File: src/rtl/shift_pkg.sv
// Shared definitions for the 4-bit serial shift link: FSM encoding, bit-order
// and framing constants.
package shift_pkg;

  typedef enum logic [1:0] {
    StIdle = 2'd0,
    StData = 2'd1,
    StPar  = 2'd2
  } rx_state_e;

  localparam logic DIR_MSB_FIRST = 1'b0;
  localparam logic DIR_LSB_FIRST = 1'b1;
  localparam logic START_BIT     = 1'b1;

  // Counter width able to index W data bits (W >= 2).
  function automatic int unsigned cnt_width(input int unsigned w);
    return (w > 2) ? $clog2(w) : 1;
  endfunction

endpackage

File: src/rtl/serial_word_rx_if.sv
// Serial input, handshake and status signals of serial_word_rx.
// master = link driver / word consumer, slave = the receiver.
interface serial_word_rx_if #(
  parameter int unsigned W = 4
);
  logic         sin;
  logic         sval;
  logic         dir;
  logic         ack;
  logic [W-1:0] dout;
  logic         dvalid;
  logic         perr;
  logic         ovr;
  logic         busy;

  modport master (
    output sin, sval, dir, ack,
    input  dout, dvalid, perr, ovr, busy
  );

  modport slave (
    input  sin, sval, dir, ack,
    output dout, dvalid, perr, ovr, busy
  );
endinterface

File: src/rtl/rx_shreg.sv
// W-bit directional shift register with synchronous clear and a running
// XOR of every bit shifted in since the last clear.
module rx_shreg
  import shift_pkg::*;
#(
  parameter int unsigned W = 4
) (
  input  logic         clk,
  input  logic         clr,
  input  logic         init,
  input  logic         en,
  input  logic         dir,
  input  logic         sin,
  output logic [W-1:0] sr,
  output logic         par
);

  logic [W-1:0] sr_q;
  logic         par_q;

  always_ff @(posedge clk or posedge clr) begin
    if (clr) begin
      sr_q  <= '0;
      par_q <= 1'b0;
    end else if (init) begin
      sr_q  <= '0;
      par_q <= 1'b0;
    end else if (en) begin
      if (dir == DIR_LSB_FIRST) begin
        sr_q <= {sin, sr_q[W-1:1]};
      end else begin
        sr_q <= {sr_q[W-2:0], sin};
      end
      par_q <= par_q ^ sin;
    end
  end

  assign sr  = sr_q;
  assign par = par_q;

endmodule

File: src/rtl/serial_word_rx.sv
// Serial-to-parallel frame receiver: start bit, W data bits, even parity bit,
// with the word held on dout under a valid/acknowledge handshake.
module serial_word_rx
  import shift_pkg::*;
#(
  parameter int unsigned W = 4
) (
  input  logic            clk,
  input  logic            clr,
  serial_word_rx_if.slave bus
);

  localparam int unsigned CntW = cnt_width(W);

  rx_state_e     state_q, state_d;
  logic [CntW-1:0] cnt_q, cnt_d;
  logic          dir_q, dir_d;
  logic [W-1:0]  dout_q, dout_d;
  logic          dvalid_q, dvalid_d;
  logic          perr_q, perr_d;
  logic          ovr_q, ovr_d;

  logic          sr_init;
  logic          sr_en;
  logic [W-1:0]  sr;
  logic          sr_par;

  rx_shreg #(
    .W (W)
  ) u_shreg (
    .clk  (clk),
    .clr  (clr),
    .init (sr_init),
    .en   (sr_en),
    .dir  (dir_q),
    .sin  (bus.sin),
    .sr   (sr),
    .par  (sr_par)
  );

  always_ff @(posedge clk or posedge clr) begin
    if (clr) begin
      state_q  <= StIdle;
      cnt_q    <= '0;
      dir_q    <= DIR_MSB_FIRST;
      dout_q   <= '0;
      dvalid_q <= 1'b0;
      perr_q   <= 1'b0;
      ovr_q    <= 1'b0;
    end else begin
      state_q  <= state_d;
      cnt_q    <= cnt_d;
      dir_q    <= dir_d;
      dout_q   <= dout_d;
      dvalid_q <= dvalid_d;
      perr_q   <= perr_d;
      ovr_q    <= ovr_d;
    end
  end

  always_comb begin
    state_d  = state_q;
    cnt_d    = cnt_q;
    dir_d    = dir_q;
    dout_d   = dout_q;
    dvalid_d = dvalid_q;
    perr_d   = 1'b0;
    ovr_d    = 1'b0;
    sr_init  = 1'b0;
    sr_en    = 1'b0;

    if (bus.ack && dvalid_q) begin
      dvalid_d = 1'b0;
    end

    unique case (state_q)
      StIdle: begin
        if (bus.sval && (bus.sin == START_BIT)) begin
          state_d = StData;
          dir_d   = bus.dir;
          cnt_d   = '0;
          sr_init = 1'b1;
        end
      end
      StData: begin
        if (bus.sval) begin
          sr_en = 1'b1;
          if (cnt_q == CntW'(W - 1)) begin
            state_d = StPar;
          end else begin
            cnt_d = cnt_q + CntW'(1);
          end
        end
      end
      StPar: begin
        if (bus.sval) begin
          state_d = StIdle;
          if (sr_par ^ bus.sin) begin
            perr_d = 1'b1;
          end else begin
            dout_d   = sr;
            dvalid_d = 1'b1;
            // A same-cycle ack retires the old word, so nothing is lost.
            ovr_d    = dvalid_q && !bus.ack;
          end
        end
      end
      default: state_d = StIdle;
    endcase
  end

  assign bus.dout   = dout_q;
  assign bus.dvalid = dvalid_q;
  assign bus.perr   = perr_q;
  assign bus.ovr    = ovr_q;
  assign bus.busy   = (state_q != StIdle);

endmodule

File: src/flat_wrapper.sv
// flat-port wrapper written by rule: the top's interface ports become plain ports
module serial_word_rx_flat import shift_pkg::*;
#(
  parameter int unsigned W = 4
)
  (clk, clr, bus_sin, bus_sval, bus_dir, bus_ack, bus_dout, bus_dvalid, bus_perr, bus_ovr, bus_busy);
  serial_word_rx_if #(.W(W)) bus_i ();
  input  logic clk;
  input  logic clr;
  input wire logic [$bits(bus_i.sin)-1:0] bus_sin;
  input wire logic [$bits(bus_i.sval)-1:0] bus_sval;
  input wire logic [$bits(bus_i.dir)-1:0] bus_dir;
  input wire logic [$bits(bus_i.ack)-1:0] bus_ack;
  output wire logic [$bits(bus_i.dout)-1:0] bus_dout;
  output wire logic [$bits(bus_i.dvalid)-1:0] bus_dvalid;
  output wire logic [$bits(bus_i.perr)-1:0] bus_perr;
  output wire logic [$bits(bus_i.ovr)-1:0] bus_ovr;
  output wire logic [$bits(bus_i.busy)-1:0] bus_busy;
  assign bus_i.sin = bus_sin;
  assign bus_i.sval = bus_sval;
  assign bus_i.dir = bus_dir;
  assign bus_i.ack = bus_ack;
  assign bus_dout = bus_i.dout;
  assign bus_dvalid = bus_i.dvalid;
  assign bus_perr = bus_i.perr;
  assign bus_ovr = bus_i.ovr;
  assign bus_busy = bus_i.busy;
  serial_word_rx #(.W(W)) u_core (.clk(clk), .clr(clr), .bus(bus_i));
endmodule
File: config.mk
export PLATFORM = sky130hd
export DESIGN_NAME = serial_word_rx_flat
export DESIGN_NICKNAME = d
export VERILOG_FILES = /design/src/rtl/shift_pkg.sv /design/src/rtl/serial_word_rx_if.sv /design/src/rtl/rx_shreg.sv /design/src/rtl/serial_word_rx.sv /design/src/flat_wrapper.sv
export SDC_FILE = /design/constraint.sdc
export NUM_CORES = 1
export LEC_CHECK = 0
export CORE_MARGIN = 1.5
export CORE_UTILIZATION = 50
export CTS_BUF_LIST = sky130_fd_sc_hd__clkbuf_4 sky130_fd_sc_hd__clkbuf_8 sky130_fd_sc_hd__clkbuf_16
export DETAILED_ROUTE_END_ITERATION = 10
export PLACE_DENSITY = 0.78
export SYNTH_ARGS = -nofsm -noshare
export SYNTH_HDL_FRONTEND = slang
export SYNTH_HIERARCHICAL = 1
export SYNTH_SLANG_ARGS = --single-unit
File: constraint.sdc
create_clock -name clk -period 1.4 [get_ports clk]
set_input_delay 0.28 -clock clk [delete_from_list [all_inputs] [get_ports clk]]
set_output_delay 0.28 -clock clk [all_outputs]
set_load 0.05 [all_outputs]
# ---- After elaboration in Yosys (flattened, before gate mapping)
# Cells that the tools add are included.
# Widths: inputs -> output; s select.
dict set report op_classes {
  reduce_logical 12
  addsub 1
  magnitude_cmp 0
  n_div 0
  n_eq_ne 8
  n_mux 28
  n_bitwise 2
  shifts 0
  multipliers 0
}
# operator count
set op_table {}
lappend op_table {{$mux 1} 16}
lappend op_table {{$mux 2} 7}
lappend op_table {{$mux 4} 3}
lappend op_table {{$reduce_and 4->1} 2}
lappend op_table {{$ne 2x2->1 const B} 3}
lappend op_table {{$pmux 2 s3} 1}
lappend op_table {{$reduce_bool 2->1} 3}
lappend op_table {{$eq 2x2->1 const B} 2}
lappend op_table {{$ne 2x1->1 const B} 2}
lappend op_table {{$pmux 2 s2} 1}
lappend op_table {{$logic_and 1x1->1} 3}
lappend op_table {{$reduce_and 3->1} 1}
lappend op_table {{$add 2x1->2 const B} 1}
lappend op_table {{$eq 2x1->1 const B} 1}
lappend op_table {{$logic_not 2->1} 1}
lappend op_table {{$reduce_and 2->1} 1}
lappend op_table {{$logic_not 1->1} 1}
lappend op_table {{$not 1->1} 1}
lappend op_table {{$xor 1x1->1} 1}
dict set report word_totals {
  mem_bits_ro 0
  ram_bits 0
  latch_bits 0
  inputBits 6
  n_memories 0
  elab_cells 60
  register_bits 17
  out_inout_bits 8
}

# ---- Longest topological paths before layout
# Gate-level depths: netlist (run 1).
dict set report depth {
  word_depth 5
  mapped_depth 5
  depth_no_buf 4
}

# ---- By module
# Netlist (run 1), hierarchy kept.
# module n_inst seq_area_each_um2 area_per_inst_um2 cells_per_inst
set modules_own_cells {}
lappend modules_own_cells {serial_word_rx 1 300.3 569.3 42}
lappend modules_own_cells {rx_shreg 1 125.1 246.5 23}

# ---- Worst setup path after synthesis (run 1)
# Ideal clock, no wire load.
dict set report synth_path {
  path_type {register to register}
  startpoint {register u_core.u_shreg.par_q, in the netlist u_core/u_shreg/par}
  endpoint {register u_core.dout_q[0], in the netlist u_core/bus.dout[0]}
  required_ns 1.275
  period_less_slack_ns 1.257
  setup_time_ns 0.125
  slack_ns 0.143
  n_path_buf 1
  arrival_time_ns 1.132
  stages_incl_launch_ff 5
  cell_sequence {dfrtp_1 -> xnor2_1 -> and4b_1 -> buf_6 -> mux2_4}
}
dict set report synth_via {
  elab_chain_cells 3
}
# element line_no
set synth_lines {}
lappend synth_lines {{from (decl)} rx_shreg.sv:19} ;# logic par_q;
lappend synth_lines {{from (signal assigned)} rx_shreg.sv:34} ;# par_q <= par_q ^ sin;
lappend synth_lines {{$xor 1x1->1} serial_word_rx.sv:98} ;# if (sr_par ^ bus.sin) begin
lappend synth_lines {{$not 1->1 (no source line)} n/a}
lappend synth_lines {{$reduce_and 3->1 (no source line)} n/a}
lappend synth_lines {{to (signal assigned)} serial_word_rx.sv:54} ;# dout_q <= dout_d;
lappend synth_lines {{to (decl)} serial_word_rx.sv:18} ;# logic [W-1:0] dout_q, dout_d;
# No other way between the ends.
# A chain may end at the register's enable or synchronous reset.

# ---- Worst setup path after layout (run 1)
dict set report layout_path {
  startpoint {register u_core.state_q[0]}
  endpoint {output port bus_busy}
}
dict set report layout_via {
  elab_chain_cells 1
}
# element line_no
set layout_lines {}
lappend layout_lines {{from (decl)} serial_word_rx.sv:15} ;# rx_state_e state_q, state_d;
lappend layout_lines {{from (signal assigned)} serial_word_rx.sv:43} ;# state_q <= StIdle;
lappend layout_lines {{from (signal assigned)} serial_word_rx.sv:51} ;# state_q <= state_d;
lappend layout_lines {{$reduce_bool 2->1} serial_word_rx.sv:116} ;# assign bus.busy = (state_q != StIdle);
lappend layout_lines {{to (decl)} flat_wrapper.sv:18} ;# output wire logic [$bits(bus_i.busy)-1:0] bus_busy;
# No other way between the ends.

==> flow_metrics.py, run 1 <==
metrics = {
    "detailed_routing": {
        "vias": 576,
        "drc": 0,
        "dr.pass1.iters": 4,
        "post_drt_via_cell_ratio": 5.59,
        "antenna_left": 0,
        "initialDrtViolationCount": 19,
        "wl_per_cell_um": 14.3,
        "drt_wl_total_um": 1470,
    },
    "critical_path": {
        "crit_chain": "or2_4 -> buf_8",
        "cp_max_fo": 2,
        "cp-end-kind": "primary output",
        "critical-path-max-stage-delay_ns": 0.40,
        "crit_type": "flop to primary output",
        "arrival_ns": 1.09,
        "slowest_stage": "dfrtp_1",
        "startpoint_type": "flop",
        "required_ns": 1.12,
    },
    "power": {
        "power_mw": 2.02,
        "cellPowerDensity_mw_per_mm2": 1780,
        "leakage_nw": 0.552,
        "peakVddDrop_mv": 1.12,
    },
    "cells_and_area": {
        "drive_gt1_frac": 0.425,
        "antenna_cells": 0,
        "nets": 95,
        "syn2layout_area_growth_pct": 39.3,
        "fill_cells": 107,
    },
    "clock_network": {
        "cts_tree": "yes",
        "htreeDepth": 1,
        "clk_path_buf_depth": 2,
        "cts_buffers": 3,
        "insertion_delay_ns": 0.29,
        "root_buffer": "clkbuf_4",
        "cts.sinks": 17,
        "clk_pin_slew_ns": 0.10,
    },
    "yosys": {
        "synthSimpleGateAreaFrac": 0.130,
        "yosys_warnings": 6,
        "synth-seq-cells": 17,
        "ys_types": 32,
        "syn_inst": 65,
        "synth.largest_area_cell": "dfrtp_1",
        "yosysSeqAreaShare": 0.521,
        "synth_top_family_by_area": "compound AO/OA/AOI/OAI gates",
        "synthesis.area_um2": 816,
        "ys_top_cells_by_area": "dfrtp_1 (52%), mux2_4 (7.4%), mux2i_1 (4.9%), a211oi_1 (3.7%), a22o_1 (3.2%)",
        "synth_nets": 72,
        "synth_top_cell_area_share": 0.521,
        "syn_area_per_cell_um2": 12.6,
        "synth_fa_ha_area_frac": 0.0153,
        "synth_compound_area_frac": 0.141,
        "muxShareOfSynthArea": 0.137,
        "synth_xor_area_frac": 0.0107,
    },
    "floorplanning": {
        "fp.coreArea_mm2": 0.00152,
        "num_rows": 14,
        "io_pins": 14,
        "fp.dieH_um": 43.4,
        "initial_core_util": 0.535,
        "die_x_um": 43.4,
        "dieArea_mm2": 0.00188,
    },
    "timing": {
        "slew_violations": 0,
        "slew_headroom": 0.688,
        "fin_tns_setup_ns": 0,
        "fin_skew_ns": 0.00582,
        "period_minus_slack_ns": 1.37,
        "rsz0062_at_grt": "yes",
        "worst_slew_pin_slew_ns": 0.468,
        "hold_ws_ns": 0.197,
        "post-route-period-util": 0.975,
        "setup_violations": 0,
        "fmax_mhz": 732,
        "hold_viol": 0,
    },
    "outcome": {
        "status": "completed",
    },
    "placed_design": {
        "hpwl_um": 1060,
        "portBuffers": 13,
        "gp_congestion": 0.794,
    },
    "grt": {
        "track_usage": 0.200,
        "grt.overflow.total": 0,
        "grt_max_degree": 13,
        "grt_pass1_wl_um": 2640,
        "antenna_found_initial": 0,
        "grt_pass1_vias": 562,
    },
    "hold_path": {
        "hp-class": "input port to asynchronous set/reset pin",
    },
    "run": {
        "drv_cap": 0,
    },
}
[metrics by stage]
| stage | area (um2) | std cells | util | setup slack [ns] |
|---|---|---|---|---|
| after global placement | 1060 | 97 | 0.696 | -0.346 |
| after CTS | 1120 | 103 | 0.738 | 0.00345 |
| final | 1140 | 103 | 0.745 | 0.0344 |
| after global routing | 1140 | 103 | 0.745 | -0.00897 |
| after detailed placement | 1060 | 97 | 0.696 | -0.400 |
| after floorplan | 816 | 65 | - | 0.143 |
[what timing repair did]
item	in CTS	in global routing
pin swaps	2	3
resized for setup	5	4
endpoints found under the setup margin	6	10
setup buffers	2	0
hold buffers	0	0
[flip-flops by register name (all words and copies together), names as in the netlist]
register            count
u_core/bus.dout         4
u_core/u_shreg/sr       4
u_core/cnt_q            2
u_core/state_q          2
u_core/bus.dvalid       1
u_core/bus.ovr          1
u_core/bus.perr         1
u_core/dir_q            1
u_core/u_shreg/par      1
[per-layer routing]
metal / share of wire / global-route usage / vias up
met5: 0 / 0 / -
met1: 0.49 / 0.280 / 281
met3: 0.026 / 0.0500 / 2
met2: 0.47 / 0.278 / 14
met4: 0.010 / 0.127 / 0
li1: - / - / 279
[cell usage after synthesis]
cell type	count
a21bo_2	1
mux2_1	1
and4b_1	1
nor2b_1	1
nor2_1	4
nor4b_1	1
a21o_1	1
a211oi_1	4
or2_2	1
nor2b_2	1
xnor2_1	1
and3_2	1
and3b_2	1
and2_1	1
mux2i_1	4
nor3b_1	1
o21ai_0	1
clkbuf_2	1
inv_1	3
and4bb_2	1
buf_2	1
a31o_2	1
buf_6	1
a21oi_1	2
nand3b_1	1
a21o_2	1
mux2_4	4
a311oi_1	1
dfrtp_1	17
ha_1	1
clkbuf_1	1
a22o_1	3
[critical path: cells and delay by family, from the launching register on]
| family | cells | cell delay, ns |
|---|---|---|
| buffers and inverters | 1 | 0.15 |
| DFF | 1 | 0.40 |
| and+or+nand+nor | 1 | 0.26 |
[worst paths after layout]
| path | startpoint | endpoint | slack (ns) | depth (start not counted) |
|---|---|---|---|---|
| max | u_core/state_q[0] | bus_busy | 0.03 | 2 |
| min | clr | u_core/u_shreg/sr[0] | 0.20 | 2 |
| max reg2reg | u_core/u_shreg/par | u_core/bus.dout[0] | 0.04 | 3 |
| min reg2reg | u_core/cnt_q[1] | u_core/cnt_q[1] | 0.56 | 1 |
| max in group asynchronous | clr | u_core/bus.ovr | 0.76 | 2 |
| min in group clk | bus_sin | u_core/u_shreg/par | 0.49 | 4 |
[cells in the final DEF (no fill, tap or decap), types with 2 or more instances in the layout]
cell type,instances
buf_12,7
mux2_4,4
inv_1,3
dfrtp_1,17
a21oi_1,2
buf_4,9
clkdlybuf4s50_1,4
a211oi_1,4
a22o_1,3
nor2_1,4
clkbuf_4,4
mux2i_1,4
[final cells by class]
cell class / instances / area, um2 / share of cell area
tap: 16 / 20.0 / 0.0176
multi-input combinational: 41 / 374 / 0.329
clock buffer: 4 / 30.0 / 0.0264
inverter: 3 / 11.3 / 0.00991
timing repair buffer: 22 / 275 / 0.242
sequential: 17 / 425 / 0.374
[cell families after synthesis]
logic type / count (synthesis)
multiplexers: 9
XOR/XNOR: 1
flip-flops: 17
AO/OA/AOI/OAI: 15
adder cells (fa/ha/maj): 1
buffers and inverters: 7
AND/OR/NAND/NOR: 15
[where the power goes]
group / internal [mW] / switching (mW) / leakage (nW)
clock: 0.130 / 0.152 / 0.0184
combinational: 0.519 / 0.399 / 0.319
sequential: 0.650 / 0.174 / 0.215
Power figures use the tool's default switching activity.
==> run 2: changes to the inputs <==
CELL_PAD_IN_SITES_DETAIL_PLACEMENT = 1   (was not set)
CELL_PAD_IN_SITES_GLOBAL_PLACEMENT = 2   (was not set)
CORE_UTILIZATION = 33   (was 50)
PLACE_DENSITY = 0.77   (was 0.78)
==> run 2 against run 1 <==
The run now ends with setup timing left. Routed wire length is 30% higher. Critical endpoint unchanged. Clock power about the same. Sequential power increased by 2%. Largest cell class unchanged.
==> flow_metrics.py, run 2 (synthesis results as in run 1) <==
metrics = {
    "clock_network": {
        "root_buffer": "clkbuf_4",
        "cts_tree": "yes",
        "clk_pin_slew_ns": 0.10,
        "ctsHoldBuffers": 0,
        "htreeDepth": 1,
        "clk_path_buf_depth": 2,
        "cts.sinks": 17,
        "insertion_delay_ns": 0.29,
        "cts_buffers": 3,
    },
    "timing": {
        "worst_slew_pin_slew_ns": 0.456,
        "fin_skew_ns": 0.00195,
        "fmax_mhz": 714,
        "period_minus_slack_ns": 1.40,
        "rsz0062_at_grt": "yes",
        "hold_ws_ns": 0.235,
        "hold_viol": 0,
        "slew_headroom": 0.696,
        "finalWorstSetupSlack_ns": -0.000613,
        "post-route-period-util": 1.00,
        "slew_violations": 0,
        "setup_violations": 1,
    },
    "cells_and_area": {
        "drive_gt1_frac": 0.516,
        "syn2layout_area_growth_pct": 48.8,
        "nets": 99,
        "final_common_cell": "dfrtp_1",
        "final_cell_mix": "dfrtp_1 (15), buf_4 (11), buf_12 (7)",
        "stdcell_area_mm2": 0.00121,
        "antenna_cells": 0,
    },
    "floorplanning": {
        "initial_core_util": 0.358,
        "num_rows": 17,
        "dieArea_mm2": 0.00278,
        "fp.dieH_um": 52.7,
        "die_x_um": 52.7,
        "fp.coreArea_mm2": 0.00228,
        "io_pins": 14,
    },
    "grt": {
        "grt.overflow.total": 0,
        "track_usage": 0.166,
        "antenna_found_initial": 0,
        "grt_max_degree": 13,
        "grt_pass1_wl_um": 3200,
        "grt_pass1_vias": 669,
    },
    "critical_path": {
        "crit_type": "flop to primary output",
        "required_ns": 1.12,
        "startpoint_type": "flop",
        "cp-end-kind": "primary output",
        "cp_max_fo": 2,
        "arrival_ns": 1.12,
    },
    "detailed_routing": {
        "drc": 0,
        "initialDrtViolationCount": 8,
        "antenna_left": 0,
        "drt_wl_total_um": 1910,
        "wl_per_cell_um": 16.0,
        "vias": 623,
        "dr.pass1.iters": 4,
        "post_drt_via_cell_ratio": 5.24,
    },
    "power": {
        "cellPowerDensity_mw_per_mm2": 1810,
        "leakage_nw": 0.583,
        "peakVddDrop_mv": 0.859,
    },
    "outcome": {
        "violations": "setup timing",
        "status": "finished with violations",
    },
    "run": {
        "drv_cap": 0,
    },
    "placed_design": {
        "portBuffers": 13,
        "place_ws_ns": -0.396,
        "gp_congestion": 0.714,
        "placed_cell_area_mm2": 0.00108,
        "hpwl_um": 1290,
    },
    "hold_path": {
        "hp-class": "input port to asynchronous set/reset pin",
    },
}
[run 2: where the power goes]
part / leakage [nW] / total [mW] / internal (mW) / switching, mW
registers: 0.213 / 0.836 / 0.653 / 0.183
logic: 0.352 / 1.07 / 0.609 / 0.465
clock network: 0.0184 / 0.282 / 0.130 / 0.152
total: 0.583 / 2.19 / 1.39 / 0.800
[run 2: final cells by class]
type,instances,area [um2]
tap,28,35.0
multi-input combinational,41,398
inverter,3,11.3
fill,229,1060
timing repair buffer,26,312
sequential,17,428
clock buffer,4,30.0
[run 2: timing repair]
action | 4_1_cts | 5_1_grt
cloned | 0 | 1
pin swaps | 0 | 2
buffers inserted | 4 | 1
gates resized for setup | 9 | 11
setup endpoints to repair | 7 | 13
[run 2: path summary, 6_finish.rpt]
path	cells past startpoint	endpoint	start	slack, ns
setup / recovery	2	bus_busy	u_core/state_q[0]	-0.0006
hold / removal	2	u_core/u_shreg/sr[0]	clr	0.23
setup reg to reg	4	u_core/dir_q	u_core/state_q[0]	0.04
hold reg to reg	1	u_core/cnt_q[1]	u_core/cnt_q[1]	0.55
max in group asynchronous	2	u_core/state_q[0]	clr	0.73
min in group clk	3	u_core/state_q[0]	bus_sval	0.42
[run 2: stage by stage]
| step | TNS, ns | instances | power [mW] | utilization |
|---|---|---|---|---|
| floorplan | 0 | 65 | 1.38 | - |
| global placement | -3.73 | 109 | 1.65 | 0.473 |
| detailed placement | -4.38 | 109 | 1.68 | 0.473 |
| CTS | 0 | 117 | 2.08 | 0.509 |
| global route | -0.0331 | 119 | 2.34 | 0.533 |
| finish | -0.000613 | 119 | 2.19 | 0.533 |
[run 2: critical path, cell delays in order, from the launching register on]
cell	delay, ns
dfrtp_2	0.43
or2_4	0.26
buf_8	0.15
[run 2: routing by layer]
metal  GRT usage  wire length [um]  up-vias
li1            -                 -      290
met1       0.208               828      311
met2       0.269               967       18
met3      0.0286                80        4
met4      0.0897                31        0
met5           0                 0        -
